File: config.mk
export PLATFORM = sky130hd
export DESIGN_NAME = frame_rd_axis
export DESIGN_NICKNAME = d
export VERILOG_FILES = /design/src/rtl/frame_rd_pkg.sv /design/src/rtl/frame_rd_buf.sv /design/src/rtl/frame_rd_axis.sv
export SDC_FILE = /design/constraint.sdc
export NUM_CORES = 2
export LEC_CHECK = 0
export CAP_MARGIN = 20
export CORE_ASPECT_RATIO = 0.5
export CORE_UTILIZATION = 55
export CTS_CLUSTER_SIZE = 14
export DETAILED_ROUTE_END_ITERATION = 12
export GPL_ROUTABILITY_DRIVEN = 0
export GPL_TIMING_DRIVEN = 0
export PLACE_DENSITY = 0.76
export RECOVER_POWER = 25
export SYNTH_ARGS = -nofsm -noshare
export SYNTH_HDL_FRONTEND = slang
export SYNTH_SLANG_ARGS = --single-unit
File: constraint.sdc
create_clock -name clk -period 178.9 [get_ports clk]
set_input_delay 44.725 -clock clk [delete_from_list [all_inputs] [get_ports clk]]
set_output_delay 44.725 -clock clk [all_outputs]
set_load 0.1 [all_outputs]
File: src/rtl/frame_rd_pkg.sv
`default_nettype none
// ============================================================================
//  Module      : frame_rd_pkg
//  Description : Shared constants for the frame reader: FSM state encoding
//                and the byte/keep-mask width helpers.
//  Revision    : 1.0 - initial release
// ============================================================================
package frame_rd_pkg;

    // Reader FSM state encoding
    localparam int              c_state_w = 1;
    localparam logic [c_state_w-1:0] c_st_idle = 1'b0;
    localparam logic [c_state_w-1:0] c_st_read = 1'b1;

    // Bits per byte lane of the data bus
    localparam int c_byte_bits = 8;

    // Number of tkeep bits (byte lanes) for a given data width
    function automatic int keep_width(input int data_width);
        return data_width / c_byte_bits;
    endfunction

endpackage
`default_nettype wire

File: src/rtl/frame_rd_buf.sv
`default_nettype none
// ============================================================================
//  Module      : frame_rd_buf
//  Description : Synchronous FIFO holding output beats, with occupancy count.
//                Storage is cleared on reset so the read port shows zero.
//  Revision    : 1.0 - initial release
// ============================================================================
module frame_rd_buf
    import frame_rd_pkg::*;
#(
    parameter int WIDTH = 8,
    parameter int DEPTH = 4
) (
    input  logic                     clk,
    input  logic                     rst,
    input  logic                     wr_en,
    input  logic [WIDTH-1:0]         wr_data,
    input  logic                     rd_en,
    output logic [WIDTH-1:0]         rd_data,
    output logic [$clog2(DEPTH):0]   count
);

    localparam int                c_addr_w = $clog2(DEPTH);
    localparam logic [c_addr_w:0] c_full   = (c_addr_w + 1)'(DEPTH);

    logic [WIDTH-1:0]    r_mem [DEPTH];
    logic [c_addr_w-1:0] r_wr_ptr;
    logic [c_addr_w-1:0] r_rd_ptr;
    logic [c_addr_w:0]   r_count;
    logic                w_wr;
    logic                w_rd;

    // Writes into a full buffer and reads from an empty one are dropped
    assign w_wr = wr_en && (r_count != c_full);
    assign w_rd = rd_en && (r_count != '0);

    // Storage, pointers (wrap naturally at DEPTH) and occupancy
    always_ff @(posedge clk or posedge rst) begin
        if (rst) begin
            for (int i = 0; i < DEPTH; i++) begin
                r_mem[i] <= '0;
            end
            r_wr_ptr <= '0;
            r_rd_ptr <= '0;
            r_count  <= '0;
        end else begin
            if (w_wr) begin
                r_mem[r_wr_ptr] <= wr_data;
                r_wr_ptr        <= r_wr_ptr + c_addr_w'(1);
            end
            if (w_rd) begin
                r_rd_ptr <= r_rd_ptr + c_addr_w'(1);
            end
            case ({w_wr, w_rd})
                2'b10:   r_count <= r_count + (c_addr_w + 1)'(1);
                2'b01:   r_count <= r_count - (c_addr_w + 1)'(1);
                default: r_count <= r_count;
            endcase
        end
    end

    assign rd_data = r_mem[r_rd_ptr];
    assign count   = r_count;

endmodule
`default_nettype wire

File: src/rtl/frame_rd_axis.sv
`default_nettype none
// ============================================================================
//  Module      : frame_rd_axis
//  Description : Reads length-tagged frames from an upstream buffer one beat
//                per strobe and emits them as an AXI-Stream master.
//                Optional macro FRAME_RD_STATS_EN adds frame/byte counters.
//  Revision    : 1.0 - initial release
// ============================================================================
module frame_rd_axis
    import frame_rd_pkg::*;
#(
    parameter int FRAME_DATA_WIDTH = 512,
    parameter int LEN_WIDTH        = 16,
    parameter int TAG_WIDTH        = 8,
    parameter int FRAME_PIPELINE   = 1,
    parameter int OUT_DEPTH        = 4
) (
    input  logic                                   clk,
    input  logic                                   rst,
    input  logic                                   read_frame_ready,
    input  logic [LEN_WIDTH-1:0]                   read_frame_len,
    input  logic [TAG_WIDTH-1:0]                   read_frame_tag,
    output logic                                   read_frame_enb,
    input  logic [FRAME_DATA_WIDTH-1:0]            read_frame_tdata,
    output logic [FRAME_DATA_WIDTH-1:0]            m_axis_tdata,
    output logic [FRAME_DATA_WIDTH/c_byte_bits-1:0] m_axis_tkeep,
    output logic                                   m_axis_tvalid,
    input  logic                                   m_axis_tready,
    output logic                                   m_axis_tlast,
    output logic [TAG_WIDTH-1:0]                   m_axis_tid,
    output logic [LEN_WIDTH-1:0]                   m_axis_tdest,
    output logic                                   busy
`ifdef FRAME_RD_STATS_EN
    ,
    output logic [31:0]                            stat_frame_cnt,
    output logic [31:0]                            stat_byte_cnt
`endif
);

    localparam int c_bpb    = keep_width(FRAME_DATA_WIDTH);
    localparam int c_beat_w = LEN_WIDTH + 1;
    localparam int c_lvl_w  = $clog2(OUT_DEPTH) + 2;
    localparam int c_side_w = 1 + c_bpb + TAG_WIDTH + LEN_WIDTH;
    localparam int c_buf_w  = FRAME_DATA_WIDTH + c_side_w;

    logic [c_state_w-1:0]       r_state;
    logic [LEN_WIDTH-1:0]       r_len;
    logic [TAG_WIDTH-1:0]       r_tag;
    logic [c_beat_w-1:0]        r_beats;

    logic [c_beat_w-1:0]        w_beats;
    logic [LEN_WIDTH-1:0]       w_rem;
    logic [c_bpb-1:0]           w_keep_last;
    logic                       w_last_now;
    logic [c_side_w-1:0]        w_side_now;
    logic                       w_enb;
    logic [c_lvl_w-1:0]         w_inflight;
    logic [c_lvl_w-1:0]         w_level;
    logic [$clog2(OUT_DEPTH):0] w_occ;
    logic                       w_arr_valid;
    logic [c_side_w-1:0]        w_arr_side;
    logic [c_buf_w-1:0]         w_rd_data;

    // Beat count of the pending frame: ceil(len / bytes-per-beat)
    assign w_beats = ({1'b0, read_frame_len} + c_beat_w'(c_bpb - 1)) / c_beat_w'(c_bpb);

    // Final-beat keep mask: low (len mod bytes-per-beat) lanes, or all lanes
    assign w_rem = r_len % LEN_WIDTH'(c_bpb);
    always_comb begin
        w_keep_last = '0;
        for (int i = 0; i < c_bpb; i++) begin
            w_keep_last[i] = (w_rem == '0) || (LEN_WIDTH'(i) < w_rem);
        end
    end

    // Strobe a beat only while the buffer can absorb everything already requested
    assign w_level = c_lvl_w'(w_occ) + w_inflight;
    assign w_enb   = (r_state == c_st_read) && (w_level < c_lvl_w'(OUT_DEPTH));
    assign read_frame_enb = w_enb;

    assign w_last_now = (r_beats == c_beat_w'(1));
    assign w_side_now = {w_last_now, (w_last_now ? w_keep_last : {c_bpb{1'b1}}), r_tag, r_len};

    // Frame sequencer: latch a non-empty frame, then count its beats down
    always_ff @(posedge clk or posedge rst) begin
        if (rst) begin
            r_state <= c_st_idle;
            r_len   <= '0;
            r_tag   <= '0;
            r_beats <= '0;
        end else begin
            case (r_state)
                c_st_idle: begin
                    if (read_frame_ready && (read_frame_len != '0)) begin
                        r_len   <= read_frame_len;
                        r_tag   <= read_frame_tag;
                        r_beats <= w_beats;
                        r_state <= c_st_read;
                    end
                end
                c_st_read: begin
                    if (w_enb) begin
                        r_beats <= r_beats - c_beat_w'(1);
                        if (w_last_now) begin
                            r_state <= c_st_idle;
                        end
                    end
                end
                default: r_state <= c_st_idle;
            endcase
        end
    end

    // Sideband travels alongside the upstream read latency
    generate
        if (FRAME_PIPELINE == 0) begin : g_pipe_none
            assign w_arr_valid = w_enb;
            assign w_arr_side  = w_side_now;
            assign w_inflight  = '0;
        end else begin : g_pipe_shift
            logic [FRAME_PIPELINE-1:0] r_pv;
            logic [c_side_w-1:0]       r_ps [FRAME_PIPELINE];
            logic [c_lvl_w-1:0]        w_pop;

            // Shift strobe valid and sideband one stage per cycle
            always_ff @(posedge clk or posedge rst) begin
                if (rst) begin
                    r_pv <= '0;
                    for (int i = 0; i < FRAME_PIPELINE; i++) begin
                        r_ps[i] <= '0;
                    end
                end else begin
                    r_pv[0] <= w_enb;
                    r_ps[0] <= w_side_now;
                    for (int i = 1; i < FRAME_PIPELINE; i++) begin
                        r_pv[i] <= r_pv[i-1];
                        r_ps[i] <= r_ps[i-1];
                    end
                end
            end

            // Number of requested beats not yet written to the buffer
            always_comb begin
                w_pop = '0;
                for (int i = 0; i < FRAME_PIPELINE; i++) begin
                    w_pop = w_pop + c_lvl_w'(r_pv[i]);
                end
            end

            assign w_inflight  = w_pop;
            assign w_arr_valid = r_pv[FRAME_PIPELINE-1];
            assign w_arr_side  = r_ps[FRAME_PIPELINE-1];
        end
    endgenerate

    frame_rd_buf #(
        .WIDTH (c_buf_w),
        .DEPTH (OUT_DEPTH)
    ) u_buf (
        .clk     (clk),
        .rst     (rst),
        .wr_en   (w_arr_valid),
        .wr_data ({w_arr_side, read_frame_tdata}),
        .rd_en   (m_axis_tvalid && m_axis_tready),
        .rd_data (w_rd_data),
        .count   (w_occ)
    );

    assign m_axis_tvalid = (w_occ != '0);
    assign m_axis_tdata  = w_rd_data[FRAME_DATA_WIDTH-1:0];
    assign m_axis_tdest  = w_rd_data[FRAME_DATA_WIDTH +: LEN_WIDTH];
    assign m_axis_tid    = w_rd_data[FRAME_DATA_WIDTH + LEN_WIDTH +: TAG_WIDTH];
    assign m_axis_tkeep  = w_rd_data[FRAME_DATA_WIDTH + LEN_WIDTH + TAG_WIDTH +: c_bpb];
    assign m_axis_tlast  = w_rd_data[c_buf_w-1];

    assign busy = (r_state == c_st_read) || (w_inflight != '0) || (w_occ != '0);

`ifdef FRAME_RD_STATS_EN
    logic [31:0] r_stat_frame_cnt;
    logic [31:0] r_stat_byte_cnt;
    logic        w_last_hs;

    assign w_last_hs = m_axis_tvalid && m_axis_tready && m_axis_tlast;

    // Count delivered frames and their byte lengths (wrapping)
    always_ff @(posedge clk or posedge rst) begin
        if (rst) begin
            r_stat_frame_cnt <= '0;
            r_stat_byte_cnt  <= '0;
        end else if (w_last_hs) begin
            r_stat_frame_cnt <= r_stat_frame_cnt + 32'd1;
            r_stat_byte_cnt  <= r_stat_byte_cnt + 32'(m_axis_tdest);
        end
    end

    assign stat_frame_cnt = r_stat_frame_cnt;
    assign stat_byte_cnt  = r_stat_byte_cnt;
`endif

endmodule
`default_nettype wire
After elaboration in Yosys (flattened, before gate mapping)
Cells that the tools add are included.
{"block": "totals", "input_bits": 540, "regBits": 2543, "word_cells": 190, "mem_count": 0, "mem_bits_rw": 0, "output_inout_bits": 604, "latchBits": 0, "romBits": 0}
{"block": "classes", "mul": 0, "add_sub_neg": 7, "n_mux": 15, "shift": 0, "n_eq_ne": 6, "n_bitwise": 3, "n_reduce_logical": 78, "div": 0, "order_cmp": 68}
{"op": "$bwmux W2404", "n": 1}
{"op": "$mux W601", "n": 3}
{"op": "$bmux W601 S2", "n": 1}
{"op": "$demux W601 S2", "n": 1}
{"op": "$lt A6 B6 Y1 const A", "n": 32}
{"op": "$lt A5 B6 Y1 const A", "n": 16}
{"op": "$logic_or A1 B1 Y1", "n": 66}
{"op": "$mux W64", "n": 1}
{"op": "$lt A4 B6 Y1 const A", "n": 8}
{"op": "$mux W17", "n": 2}
{"op": "$pmux W17 S2", "n": 1}
{"op": "$lt A3 B6 Y1 const A", "n": 4}
{"op": "$add A16 B6 Y17 const B", "n": 1}
{"op": "$eq A17 B1 Y1 const B", "n": 1}
{"op": "$sub A17 B1 Y17 const B", "n": 1}
{"op": "$logic_not A16 Y1", "n": 1}
{"op": "$reduce_bool A16 Y1", "n": 1}
{"op": "$lt A1 B6 Y1 const A", "n": 2}
{"op": "$lt A2 B6 Y1 const A", "n": 2}
{"op": "$ge A3 B3 Y1 const B", "n": 2}
{"op": "$logic_and A1 B1 Y1", "n": 6}
{"op": "$not A2 Y3", "n": 2}
{"op": "$pmux W3 S2", "n": 1}
{"op": "$add A2 B1 Y2 const B", "n": 2}
{"op": "other kinds (16)", "n": 19}

Depth between registers and ports, before layout
{"block": "depth", "depth_word": 6, "depth_mapped": 9, "depth_no_buf": 9}

Modules after synthesis
A second synthesis with hierarchy kept.
{"block": "hier_totals", "hier_cells": 6331, "area_unflattened_um2": 109834.1}
{"module": "frame_rd_buf", "instances": 1, "seq_area_each_um2": 60332.9, "cells_per_inst": 5847, "area_per_inst_um2": 104743.0}
{"module": "frame_rd_axis", "instances": 1, "seq_area_each_um2": 3303.2, "cells_per_inst": 484, "area_per_inst_um2": 5091.1}

Worst setup path after synthesis
No wires, ideal clock.
{"block": "synth_timing", "kind": "reg2out", "from": "register u_buf.r_rd_ptr[1]", "to": "output port m_axis_tdata[474]", "path_stages_with_launch": 5, "path_slack_ns": 131.991, "t_required_ns": 134.175, "n_path_buf": 3, "t_arrival_ns": 2.184, "path_cell_list": "dfrtp_1 > clkbuf_1 > buf_2 > buf_1 > mux4_2"}
{"block": "synth_via", "elab_chain_cells": 4}
{"item": "start, declared", "line_no": "frame_rd_buf.sv:28", "rtl": "logic [c_addr_w-1:0] r_rd_ptr;"}
{"item": "start signal, assigned", "line_no": "frame_rd_buf.sv:52", "rtl": "r_rd_ptr <= r_rd_ptr + c_addr_w'(1);"}
{"item": "$not A2 Y3 (implied by the code)", "line_no": "frame_rd_buf.sv:62", "rtl": "assign rd_data = r_mem[r_rd_ptr];"}
{"item": "$bmux W601 S2", "line_no": "frame_rd_buf.sv:62"}
{"item": "$mux W601 (implied by the code) (2 in series)", "line_no": "frame_rd_buf.sv:62"}
{"item": "end, declared", "line_no": "frame_rd_axis.sv:25", "rtl": "output logic [FRAME_DATA_WIDTH-1:0] m_axis_tdata,"}
No other way between the ends. The select of a mux whose other input is x is not followed.

Final worst setup path
{"block": "layout_timing", "from": "register u_buf.r_rd_ptr[1]", "to": "output port m_axis_tdata[175]"}
Same word-level chain as after synthesis.

==> flow_metrics.tcl <==
set metrics [dict create \
    status "complete, no violations" \
    holdCritStartpoint "r_len[7]$_DFFE_PP0P_" \
    clk-insertion-delay-late_ns 0.86 \
    worstPathRequired_ns 134.18 \
    maxSlewHeadroom_pct 18.7 \
    drv_cap 0 \
    cp_max_fo 10 \
    drc 0 \
    critPathLaunchType "flip-flop" \
    synthFlopType "dfrtp_1" \
    slowest_delay_ns 1.10 \
    period_share_pct 27.9 \
    drt_pass1_iterations 5 \
    vias 62300 \
    fin_setup_tns_ns 0 \
    synth_fp_nets 6871 \
    grt_max_degree 133 \
    cp.arrival_ns 5.16 \
    fin_area_sq_um 131000 \
    layout.nets 8298 \
    synth_top_family_by_area "multiplexers" \
    grtUsageMet3_pct 4.70 \
    synthSimpleGateAreaFrac_pct 0.840 \
    synthArstFlopShare_pct 100 \
    critPathMostFrequentCell "clkbuf_1" \
    met2_usage_pct 47.7 \
    num_rows 114 \
    synth_edf_count 0 \
    cts_setup_buffers 0 \
    yosys_warnings 0 \
    whs_ns 0.377 \
    synth-compound-area-share_pct 0.606 \
    grt_pass1_wl_um 425000 \
    crit_type "reg -> out" \
    synth_top_area_share_pct 59.1 \
    synthTopCellsByArea "dfrtp_1 59%, mux2_2 25%, mux4_2 13%" \
    syn_area_sq_um 108000 \
    ios 1144 \
    syn2layout_area_growth_pct 21.4 \
    core_area_sq_um 194000 \
    ant_nets 0 \
    dp_hpwl_um 200000 \
    r2r-start "u_buf.count[0]$_DFFE_PP0P_" \
    grt_pass1_vias 65900 \
    grt_overflow_total 0 \
    path_cells "clkbuf_1 -> buf_8 -> clkbuf_1 -> buf_1 -> mux4_2 -> clkdlybuf4s50_1" \
    synthXorXnorAreaFrac_pct 0.138 \
    routedWlPerCell_um 26.7 \
    synth_seq_cells 2543 \
    drtIter0Drc 4035 \
    synth_top_area_cell "dfrtp_1" \
    final_hold_viol_count 0 \
    tightest_slew_ns 1.22 \
    cp_top_family "buffers and inverters" \
    port_buffers 1143 \
    use_met1_pct 35.8 \
    start_util_pct 55.6 \
    critPathLaunch "u_buf.r_rd_ptr[1]$_DFFE_PP0P_" \
    cts_tree "built" \
    hold_path_class "reg -> reg" \
    drive_above_1_share_pct 42.9 \
    clock_sinks 2543 \
    place_area_sq_um 124000 \
    fmax_mhz 20.0 \
    setup_viol 0 \
    synthDistinctLibCells 56 \
    ys_seq_area_share_pct 59.1 \
    cts-root-buf "clkbuf_16" \
    maxSlewViolCount 0 \
    rsz0062_at_grt "false" \
    gr-max-usage-layer "met2" \
    synthAdderAreaFrac_pct 0.0999 \
    cts_buffer_depth 4 \
    min_period_ns 49.89 \
    clk_pin_slew_worst_paths_ns 0.06 \
    dieArea_sq_um 198000 \
    finClkSkew_ns 0.0289 \
    grt_usage_pct 28.5 \
    antenna_found_initial 147 \
    cts_buffers 225 \
    routed_wirelength_um 282000 \
    holdBufCountCts 0 \
    htree_levels 4 \
    cts_repair_resize_count 0 \
    die_w_um 628 \
    synth_cells 6323 \
    avgSynthCellArea_sq_um 17.0 \
    synthMuxAreaShare_pct 37.7 \
    post_drt_via_cell_ratio 5.89 \
    crit_buf_inv 5 \
    end_kind "output port" \
    cp_slowest_cell "clkdlybuf4s50_1" \
    dieHeight_um 315 \
]
layout by cell type (no fill, tap or decap), types with 14 or more instances in the layout:
cell type and count:
nand3_1 14, clkinv_2 16, clkbuf_8 56, buf_16 24
nor2_1 25, buf_1 87, diode_2 76, mux2_2 2404
o21ai_0 54, inv_1 19, clkbuf_16 228, dfrtp_1 2543
nand2_1 113, clkbuf_1 385, buf_12 27, dlygate4sd3_1 316
a21oi_1 15, clkdlybuf4s50_1 827, mux4_2 601
metrics by stage:
stage | utilization, % | setup slack [ns] | cells
5_1_grt | 67.5 | 128.72 | 10600
4_1_cts | 67.4 | 128.79 | 10500
3_5_place_dp | 63.8 | 129.74 | 10100
2_1_floorplan | - | 62.29 | 6323
6_report | 67.5 | 129.01 | 10600
3_3_place_gp | 63.2 | 33.28 | 10100
worst reg2reg max path, stage by stage, from the launching register on:
cell	delay [ns]
dfrtp_1	0.42
inv_1	0.12
a31oi_1	0.33
nand2_1	0.82
clkbuf_1	0.88
clkbuf_1	0.92
mux2_2	0.42
cells by family (layout without fill, tap and decap cells):
logic type | Yosys count | count (layout)
multiplexers | 3006 | 3006
flip-flops | 2543 | 2543
buffers and inverters | 444 | 2004
AND/OR/NAND/NOR | 199 | 199
AO/OA/AOI/OAI | 105 | 105
XOR/XNOR | 17 | 17
adder cells (fa/ha/maj) | 8 | 8
other | 1 | 77
flip-flops by register name, summed over array words and instances (netlist names):
name / flops
u_buf.r_wr_ptr: 2
u_buf.r_mem: 2404
g_pipe_shift.r_pv: 1
r_tag: 8
r_len: 16
r_beats: 17
u_buf.count: 3
u_buf.r_rd_ptr: 2
g_pipe_shift.r_ps: 89
r_state: 1
cells in the mapped netlist (13+ instances only):
cell,number
dfrtp_1,2543
mux2_2,2404
mux4_2,601
clkbuf_1,329
nand2_1,113
buf_1,87
o21ai_0,47
nor2_1,24
inv_1,19
a21oi_1,15
nand3_1,14
xnor2_1,13
layout make-up:
type	instances	area [sq um]
inverter	21	86.3
buffer	423	1590
clock inverter	26	273
clock buffer	334	6660
multi-input combinational	3336	42400
tap	2610	3270
fill	13300	63000
sequential	2543	63600
timing repair buffer	1200	12700
antenna	76	190
worst paths after layout:
kind                       cells after the start  slack [ns]                             end
min                                            0        0.38  g_pipe_shift.r_ps[7]$_DFF_PP0_
max                                            6      129.01               m_axis_tdata[175]
min in group asynchronous                      2       44.31    u_buf.r_mem[212]$_DFFE_PP0P_
max in group asynchronous                      7      131.76   u_buf.r_mem[1067]$_DFFE_PP0P_
max reg2reg                                    6      174.88    u_buf.r_mem[600]$_DFFE_PP0P_
min reg2reg                                    0        0.38  g_pipe_shift.r_ps[7]$_DFF_PP0_
layer usage:
layer | vias up | wire (um) | share of wire (%)
li1 | 26500 | - | -
met1 | 33600 | 110000 | 39
met2 | 1420 | 143000 | 51
met3 | 706 | 11100 | 3.9
met4 | 20 | 17700 | 6.3
met5 | - | 125 | 0.044
Power is not shown: default switching activity piles up to over one toggle a cycle in this logic, so the estimate is an artifact.
